### config.mk
export PLATFORM = sky130hd
export DESIGN_NAME = sobel_window_buffer
export DESIGN_NICKNAME = d
export VERILOG_FILES = /design/src/rtl/sobel_window_buffer.sv
export SDC_FILE = /design/constraint.sdc
export NUM_CORES = 1
export LEC_CHECK = 0
export CAP_MARGIN = 5
export CORE_MARGIN = 1
export CORE_UTILIZATION = 60
export DETAILED_ROUTE_END_ITERATION = 10
export GPL_TIMING_DRIVEN = 0
export PLACE_DENSITY = 0.86
export SLEW_MARGIN = 20
export SYNTH_ARGS = -nofsm -noshare
export SYNTH_HDL_FRONTEND = slang
export SYNTH_SLANG_ARGS = --single-unit
### constraint.sdc
create_clock -name clk_i -period 6.8 [get_ports clk_i]
set_input_delay 1.36 -clock clk_i [delete_from_list [all_inputs] [get_ports clk_i]]
set_output_delay 1.36 -clock clk_i [all_outputs]
set_load 0.02 [all_outputs]
### src/rtl/sobel_window_buffer.sv
// rtl/sobel_window_buffer.sv - two-line buffer and 3x3 window generator for the Sobel stage
module sobel_window_buffer #(
    parameter int PIXEL_WIDTH = 8,
    parameter int IMG_WIDTH   = 64,
    parameter int COL_BITS    = $clog2(IMG_WIDTH)
) (
    input  logic                     clk_i,
    input  logic                     nreset_i,
    input  logic                     start_i,
    input  logic                     finish_i,
    input  logic                     px_valid_i,
    input  logic [PIXEL_WIDTH-1:0]   px_gray_i,
    output logic                     busy_o,
    output logic                     window_valid_o,
    output logic [9*PIXEL_WIDTH-1:0] window_o
);

    typedef enum logic [1:0] {
        ST_IDLE   = 2'd0,
        ST_PRIME  = 2'd1,
        ST_STREAM = 2'd2
    } state_t;

    localparam logic [COL_BITS-1:0] COL_LAST = COL_BITS'(IMG_WIDTH - 1);
    localparam logic [COL_BITS-1:0] COL_TWO  = COL_BITS'(2);

    state_t                 state_q, state_d;
    logic [COL_BITS-1:0]    col_q, col_d;
    logic                   row_flag_q, row_flag_d;
    logic                   win_valid_q, win_valid_d;
    logic                   accept;

    // lb1 holds row R-1, lb0 holds row R-2; never cleared, gating hides stale data
    logic [PIXEL_WIDTH-1:0] lb0 [IMG_WIDTH];
    logic [PIXEL_WIDTH-1:0] lb1 [IMG_WIDTH];

    // win[r][c]: r=0 oldest row, c=0 oldest column
    logic [PIXEL_WIDTH-1:0] win [3][3];

    // finish_i outranks the pixel in an armed state, so a finishing cycle drops its pixel
    assign accept = px_valid_i && (state_q != ST_IDLE) && !finish_i;
    assign busy_o = (state_q != ST_IDLE);
    assign window_valid_o = win_valid_q;

    // Next-state, column and row-flag logic
    always_comb begin
        state_d     = state_q;
        col_d       = col_q;
        row_flag_d  = row_flag_q;
        win_valid_d = 1'b0;

        if (accept) begin
            col_d       = (col_q == COL_LAST) ? '0 : col_q + COL_BITS'(1);
            win_valid_d = (state_q == ST_STREAM) && (col_q >= COL_TWO);
            if (state_q == ST_PRIME && col_q == COL_LAST) begin
                if (row_flag_q) begin
                    state_d = ST_STREAM;
                end
                row_flag_d = 1'b1;
            end
        end

        case (state_q)
            ST_IDLE: begin
                if (start_i) begin
                    state_d    = ST_PRIME;
                    col_d      = '0;
                    row_flag_d = 1'b0;
                end
            end
            ST_PRIME, ST_STREAM: begin
                if (finish_i) begin
                    state_d = ST_IDLE;
                end else if (start_i) begin
                    state_d    = ST_PRIME;
                    col_d      = '0;
                    row_flag_d = 1'b0;
                end
            end
            default: begin
                state_d = ST_IDLE;
            end
        endcase
    end

    // Control state registers with asynchronous clear
    always_ff @(posedge clk_i or negedge nreset_i) begin
        if (!nreset_i) begin
            state_q     <= ST_IDLE;
            col_q       <= '0;
            row_flag_q  <= 1'b0;
            win_valid_q <= 1'b0;
        end else begin
            state_q     <= state_d;
            col_q       <= col_d;
            row_flag_q  <= row_flag_d;
            win_valid_q <= win_valid_d;
        end
    end

    // Line buffers rotate the column: old R-1 becomes R-2, new pixel becomes R-1
    always_ff @(posedge clk_i) begin
        if (accept) begin
            lb0[col_q] <= lb1[col_q];
            lb1[col_q] <= px_gray_i;
        end
    end

    // Window shift register: new column enters at c=2, older columns move left
    always_ff @(posedge clk_i or negedge nreset_i) begin
        if (!nreset_i) begin
            for (int r = 0; r < 3; r++) begin
                for (int c = 0; c < 3; c++) begin
                    win[r][c] <= '0;
                end
            end
        end else if (accept) begin
            for (int r = 0; r < 3; r++) begin
                win[r][0] <= win[r][1];
                win[r][1] <= win[r][2];
            end
            win[0][2] <= lb0[col_q];
            win[1][2] <= lb1[col_q];
            win[2][2] <= px_gray_i;
        end
    end

    // Flatten the window, element (r,c) at index 3*r+c
    always_comb begin
        window_o = '0;
        for (int r = 0; r < 3; r++) begin
            for (int c = 0; c < 3; c++) begin
                window_o[PIXEL_WIDTH*(3*r+c) +: PIXEL_WIDTH] = win[r][c];
            end
        end
    end

endmodule

==> results.ini, run 1 <==
[status]
status=completed

[clock_tree]
tritoncts=done
insertion_delay_ns=0.68
root_buffer=clkbuf_16
htreeDepth=3
cts_buffers=104
clock-sinks=1106
cts_setup_buffers=0
clock_path_buffers=3
cts_resized=0
clkTransAtPathRegs_ns=0.06
holdBufCountCts=0

[setup_path]
criticalPathCategory=in2reg
reg2reg_from=col_q[1]
crit_path_start_kind=input port
end_kind=flop
worstRegToRegCells=7
worst_ep_arrival_time_ns=5.24
critical_path_required_ns=7.16
crit_path_start=finish_i
crit_fanout=10

[power_and_ir_drop]
pwr-share-comb_pct=20.1
power.density_mw_per_mm2=351
pwr-share-clk_pct=32.6
p_switching_mw=4.88
ir_drop_v=0.000266
seq_power_share_pct=47.3
p_leak_nw=15.5
switching_share_pct=28.1
intPower_mw=12.5

[logic_synthesis]
synth_cell_types=51
ys_ff_latch=1106
avgSynthCellArea_sq_um=18.3
synth_warnings=0
synth_edf_count=1024
ys_dominant_reg_cell=edfxtp_1
syn_area_sq_mm=0.0430
syn_nets=2368
seq_area_frac_synth_pct=76.4
postSynth.asyncResetShare_pct=7.41
synth_top_area_share_pct=71.6
synthCells=2349
synth_top_cells_by_area=edfxtp_1, mux2i_1, dfrtp_1, mux4_2, a22oi_1
synth_top_area_cell=edfxtp_1

[sta]
fmax_mhz=205
rsz0062_at_grt=no
hold_slack_ns=0.504
setup-tns-final_ns=0
slew_violations=0
fin_crit_sh_pct=71.8
slew_headroom_pct=15.9
tightestPinTransition_ns=1.26
finalSetupViolations=0
hold_viol_final=0
min_period_ns=4.88
skew_ns=0.0357

[routing]
ant_nets=0
top_layer_used=met5
finalWirelength_microns=123000
vias=25100
vias_per_cell=6.91
wl_per_cell_microns=33.8
met3_length_microns=17000
drt_iter0_drc=3899
drcViolationCount=0
dr.pass1.iters=7
met1_length_microns=41400
routed-wl-met2_microns=55400

[place]
dp_hpwl_microns=80900
io_buffers=86
gp_congestion=1.09

[floorplan]
io-pin-count=87
rows=97
start_util_pct=61.0
die_x_microns=270
die_area_sq_mm=0.0727
coreArea_sq_mm=0.0704
die_h_microns=270

[global_routing]
grt_pass1_wl_microns=173000
antenna_found_initial=3
grt.overflow.total=0
grt_max_degree=66
grt.total_usage_pct=33.8
grt_pass1_vias=24700

[finish]
drive_gt1_share_pct=18.3
mostFrequentLayoutCell=edfxtp_1
final_cell_mix=edfxtp_1, mux2i_1, a22oi_1, clkbuf_16, dfrtp_1
syn2layout_area_growth_pct=15.1
fin_nets=2627

[min_path]
min-delay-start=window_o[51]
hp-class=reg2reg
hold_depth=1

[job]
cap_violations=0

-- metal layers --
| metal | vias to the layer above | track usage, % |
|---|---|---|
| met2 | 2239 | 51.4 |
| met5 | - | 0.461 |
| met3 | 501 | 10.3 |
| li1 | 9934 | - |
| met4 | 6 | 21.8 |
| met1 | 12500 | 42.6 |
-- synthesized netlist by cell type (5+ instances only) --
cell type and instances:
a211oi_1 8, a21oi_1 27, a22oi_1 142, a31oi_1 14
and3_1 7, and4_1 14, and4b_1 5, buf_1 10
buf_2 33, buf_4 29, clkbuf_1 57, dfrtp_1 82
edfxtp_1 1024, ha_1 6, mux2_1 9, mux2_2 71
mux2i_1 408, mux4_2 49, nand2_1 48, nand2b_1 5
nand3_1 81, nor2_1 96, nor2b_1 5, o21ai_0 6
o21ai_1 13, o22ai_1 46, o31ai_1 5
-- registers in the layout, indices dropped and copies added (netlist names) --
register	count
row_flag_q	1
col_q	6
window_valid_o	1
lb0	512
state_q	2
lb1	512
window_o	72
-- layout make-up --
class / count / area [sq um]
flip-flops and latches: 1106 / 32800
fillers: 4100 / 21000
multi-input cells: 1103 / 9650
clock buffers: 130 / 2820
repair buffers: 153 / 1780
well taps: 940 / 1180
plain buffers: 134 / 689
clock inverters: 64 / 497
inverters: 6 / 22.5
diodes: 3 / 7.51
-- worst max-delay path, cell delays in order --
cell and delay [ns]:
clkdlybuf4s50_1 0.47, nor3b_1 0.20, clkbuf_1 0.39, clkbuf_1 0.65, nand3_1 0.98, nor2_2 0.93
buf_6 0.24
-- kinds of logic after synthesis --
| logic type | count (synthesis) | share of synthesized area (%) |
|---|---|---|
| DFF | 1106 | 76.4 |
| muxes | 537 | 14.2 |
| and+or+nand+nor | 283 | 3.19 |
| AOI/OAI and AO/OA | 273 | 4.36 |
| buffers and inverters | 140 | 1.65 |
| adders and majority gates | 6 | 0.175 |
| xor gates and xnor gates | 4 | 0.0816 |
-- metrics by stage --
stage	cell area, sq um	power [mW]	setup slack [ns]	util, %	instances
2_1_floorplan	43000	10.2	3.26	-	2349
3_3_place_gp	45000	11.6	1.03	63.9	3375
3_5_place_dp	46100	11.7	1.54	65.5	3442
4_1_cts	49400	17.3	2.20	70.2	3636
5_1_grt	49400	17.7	1.96	70.2	3636
6_report	49400	17.4	1.92	70.2	3639
-- final timing paths --
kind	endpoint	slack [ns]
setup reg to reg	lb0[8][2]	1.94
min in group asynchronous	window_o[50]	0.61
hold reg to reg	window_o[51]	0.50
setup / recovery	lb0[59][4]	1.92
max in group asynchronous	window_o[40]	5.60
hold / removal	window_o[51]	0.50
-- power groups by stage --
| stage | sequential, mW | clock, mW | combinational [mW] |
|---|---|---|---|
| 5_1_grt | 8.25 | 5.90 | 3.56 |
| 2_1_floorplan | 8.56 | 0 | 1.61 |
| 3_5_place_dp | 8.36 | 0 | 3.38 |
| 4_1_cts | 8.22 | 5.64 | 3.41 |
| 6_report | 8.22 | 5.66 | 3.48 |
| 3_3_place_gp | 8.39 | 0 | 3.19 |
(Power assumes the default switching activity.)
==> run 2, diff against run 1 <==
--- a/config.mk
+++ b/config.mk
@@ -7,10 +7,10 @@
 export LEC_CHECK = 0
 export CAP_MARGIN = 5
 export CORE_MARGIN = 1
-export CORE_UTILIZATION = 60
+export CORE_UTILIZATION = 56
 export DETAILED_ROUTE_END_ITERATION = 10
 export GPL_TIMING_DRIVEN = 0
-export PLACE_DENSITY = 0.86
+export PLACE_DENSITY = 0.85
 export SLEW_MARGIN = 20
 export SYNTH_ARGS = -nofsm -noshare
 export SYNTH_HDL_FRONTEND = slang
==> constraint.sdc (replaced) <==
create_clock -name clk_i -period 4 [get_ports clk_i]
set_input_delay 0.8 -clock clk_i [delete_from_list [all_inputs] [get_ports clk_i]]
set_output_delay 0.8 -clock clk_i [all_outputs]
set_load 0.02 [all_outputs]
==> run 2 against run 1 <==
Effect of this change: the run now ends with negative setup slack left; sequential power increased by 70%; global-route usage decreased by 1.9 points; die area increased by 7.1%; combinational power increased by 73%; count of clock-buffer cells in the layout decreased by 3; register-to-register slack got worse by 2.0 ns; core utilization decreased by 4.4 points; largest cell class unchanged; wire length increased by 0.78%; setup slack got worse by 2.0 ns; clock power increased by 78%.
==> results.ini, run 2 (synthesis results as in run 1) <==
[status]
status=finished, violations left
violations=negative setup slack

[setup_path]
crit_fanout=34  ; +24
worst_ep_arrival_time_ns=4.50  ; -0.74 ns
cpPeakStageDelay_ns=0.76  ; -0.22 ns
path_cells=nor2b_1 > clkbuf_1 > clkbuf_1 > a22oi_1 > nand3_1 > and4_1 > nand2_2 > buf_16
criticalPathCategory=reg2reg
end_kind=flop
crit_top_cell=clkbuf_1
critical_path_required_ns=4.42  ; -2.74 ns
r2r_slack_ns=-0.09  ; -2.03 ns
cpMaxStageDelayCell=clkbuf_1
crit_path_start_kind=flop

[finish]
syn2layout_area_growth_pct=16.4
fin_nets=2630  ; +0.11%
drive_gt1_share_pct=19.6  ; +1.3 points
seq_area_sq_mm=0.0328  ; unchanged
fillers=4704  ; +15%
mostFrequentLayoutCell=edfxtp_1
multiInputGateArea_sq_mm=0.00985  ; +2.1%
final_cell_mix=edfxtp_1, mux2i_1, a22oi_1, clkbuf_16, dfrtp_1

[sta]
finalSetupViolations=161  ; +161
hold_viol_final=0  ; unchanged
skew_ns=0.0550  ; +0.0194 ns
slew_violations=0  ; unchanged
tightestPinTransition_ns=1.25  ; -0.0119 ns
fmax_mhz=245
fin_ws_ns=-0.0888  ; -2.01 ns
min_period_ns=4.09
slew_headroom_pct=16.7  ; +0.79 points
hold_slack_ns=0.00147  ; -0.502 ns
setup-tns-final_ns=-7.14  ; -7.14 ns
fin_crit_sh_pct=102

[power_and_ir_drop]
pwr-share-clk_pct=33.5  ; +0.9 points
switching_share_pct=28.4  ; +0.29 points
power.density_mw_per_mm2=601  ; +71%
pwr-share-comb_pct=20.0  ; about the same
ir_drop_v=0.000370  ; +39%
seq_power_share_pct=46.5  ; -0.8 points
p_switching_mw=8.52  ; +75%
p_leak_nw=15.7  ; +1.0%
intPower_mw=21.5  ; +72%

[routing]
drt_iter0_drc=3892  ; -0.18%
wl_per_cell_microns=33.2  ; -1.7%
drcViolationCount=0  ; unchanged
vias=25200  ; +0.068%
vias_per_cell=6.74  ; -2.4%
ant_nets=0  ; unchanged
finalWirelength_microns=124000  ; +0.78%
dr.pass1.iters=6  ; -1

[min_path]
hp-class=in2async

[floorplan]
die_area_sq_mm=0.0778  ; +7.1%
io-pin-count=87  ; unchanged
die_x_microns=279  ; +3.5%
start_util_pct=56.6  ; -4.5 points
coreArea_sq_mm=0.0759  ; +7.9%
rows=101  ; +4.1%
die_h_microns=279  ; +3.5%

[global_routing]
grt_max_degree=66  ; unchanged
grt_pass1_wl_microns=174000  ; +0.64%
grt.overflow.total=0  ; unchanged
antenna_found_initial=3  ; unchanged
grt_pass1_vias=24800  ; +0.49%
grt.total_usage_pct=31.9  ; -1.9 points

[clock_tree]
root_buffer=clkbuf_16
holdBufCountCts=0  ; unchanged
htreeDepth=3  ; unchanged
clock_path_buffers=3  ; unchanged
insertion_delay_ns=0.71  ; +0.03 ns
tritoncts=done
cts_buffers=105  ; +0.96%
clkTransAtPathRegs_ns=0.06  ; about the same
clock-sinks=1106  ; unchanged

[place]
dp_hpwl_microns=82300  ; +1.7%
io_buffers=86  ; unchanged
gp_congestion=0.972  ; -11%

[job]
cap_violations=0  ; unchanged

run 2: what timing repair did:
item,CTS,global route
setup buffers,0,1
gates resized for setup,25,40
endpoints found under the setup margin,728,666
run 2: routing by layer:
metal	global-route usage, %	vias up	routed length [microns]
li1	-	9917	-
met3	9.92	448	17500
met2	49.0	2219	56600
met5	0	-	11
met1	39.8	12600	41100
met4	19.5	2	8640
run 2: area by class of cell:
type,instances,area share [%]
multi-input combinational,1103,19.7
clock buffer,127,5.54
sequential,1106,65.6
buffer,134,1.41
inverter,6,0.0450
clock inverter,69,1.41
timing repair buffer,155,3.70
antenna,1,0.00501
tap,1030,2.58
run 2: per-stage QoR:
| step | instance area [sq um] | setup slack (ns) | power (mW) | std cells | util [%] |
|---|---|---|---|---|---|
| 2_1_floorplan | 43000 | 0.996 | 17.3 | 2349 | - |
| 3_3_place_gp | 45100 | -1.57 | 19.7 | 3465 | 59.4 |
| 3_5_place_dp | 46300 | -0.829 | 20.0 | 3533 | 60.9 |
| 4_1_cts | 49900 | 0.00133 | 29.8 | 3729 | 65.7 |
| 5_1_grt | 50000 | -0.00165 | 30.6 | 3730 | 65.8 |
| 6_report | 50000 | -0.0888 | 30.0 | 3731 | 65.8 |
run 2: power groups by stage:
stage | logic [mW] | clock network, mW | registers, mW
6_report | 6.01 | 10.1 | 14.0
5_1_grt | 6.15 | 10.5 | 14.0
4_1_cts | 5.86 | 10.0 | 13.9
3_5_place_dp | 5.78 | 0 | 14.2
3_3_place_gp | 5.44 | 0 | 14.3
2_1_floorplan | 2.73 | 0 | 14.6
run 2: worst paths after layout:
kind                         startpoint            to  depth (start not counted)
min in group clk_i         px_gray_i[1]  window_o[65]                          2
min                            nreset_i  window_o[52]                          1
min reg2reg                window_o[49]  window_o[49]                          1
max in group asynchronous      nreset_i      col_q[5]                          2
max                            col_q[2]    lb0[22][5]                          8
max reg2reg                    col_q[2]    lb0[22][5]                          8
run 2: worst max-delay path, delay by kind of cell, from the launching register on:
kind | cells | cell delay, ns
and+or+nand+nor | 4 | 1.35
DFF | 1 | 0.54
AOI/OAI and AO/OA | 1 | 0.33
buffers and inverters | 3 | 1.54
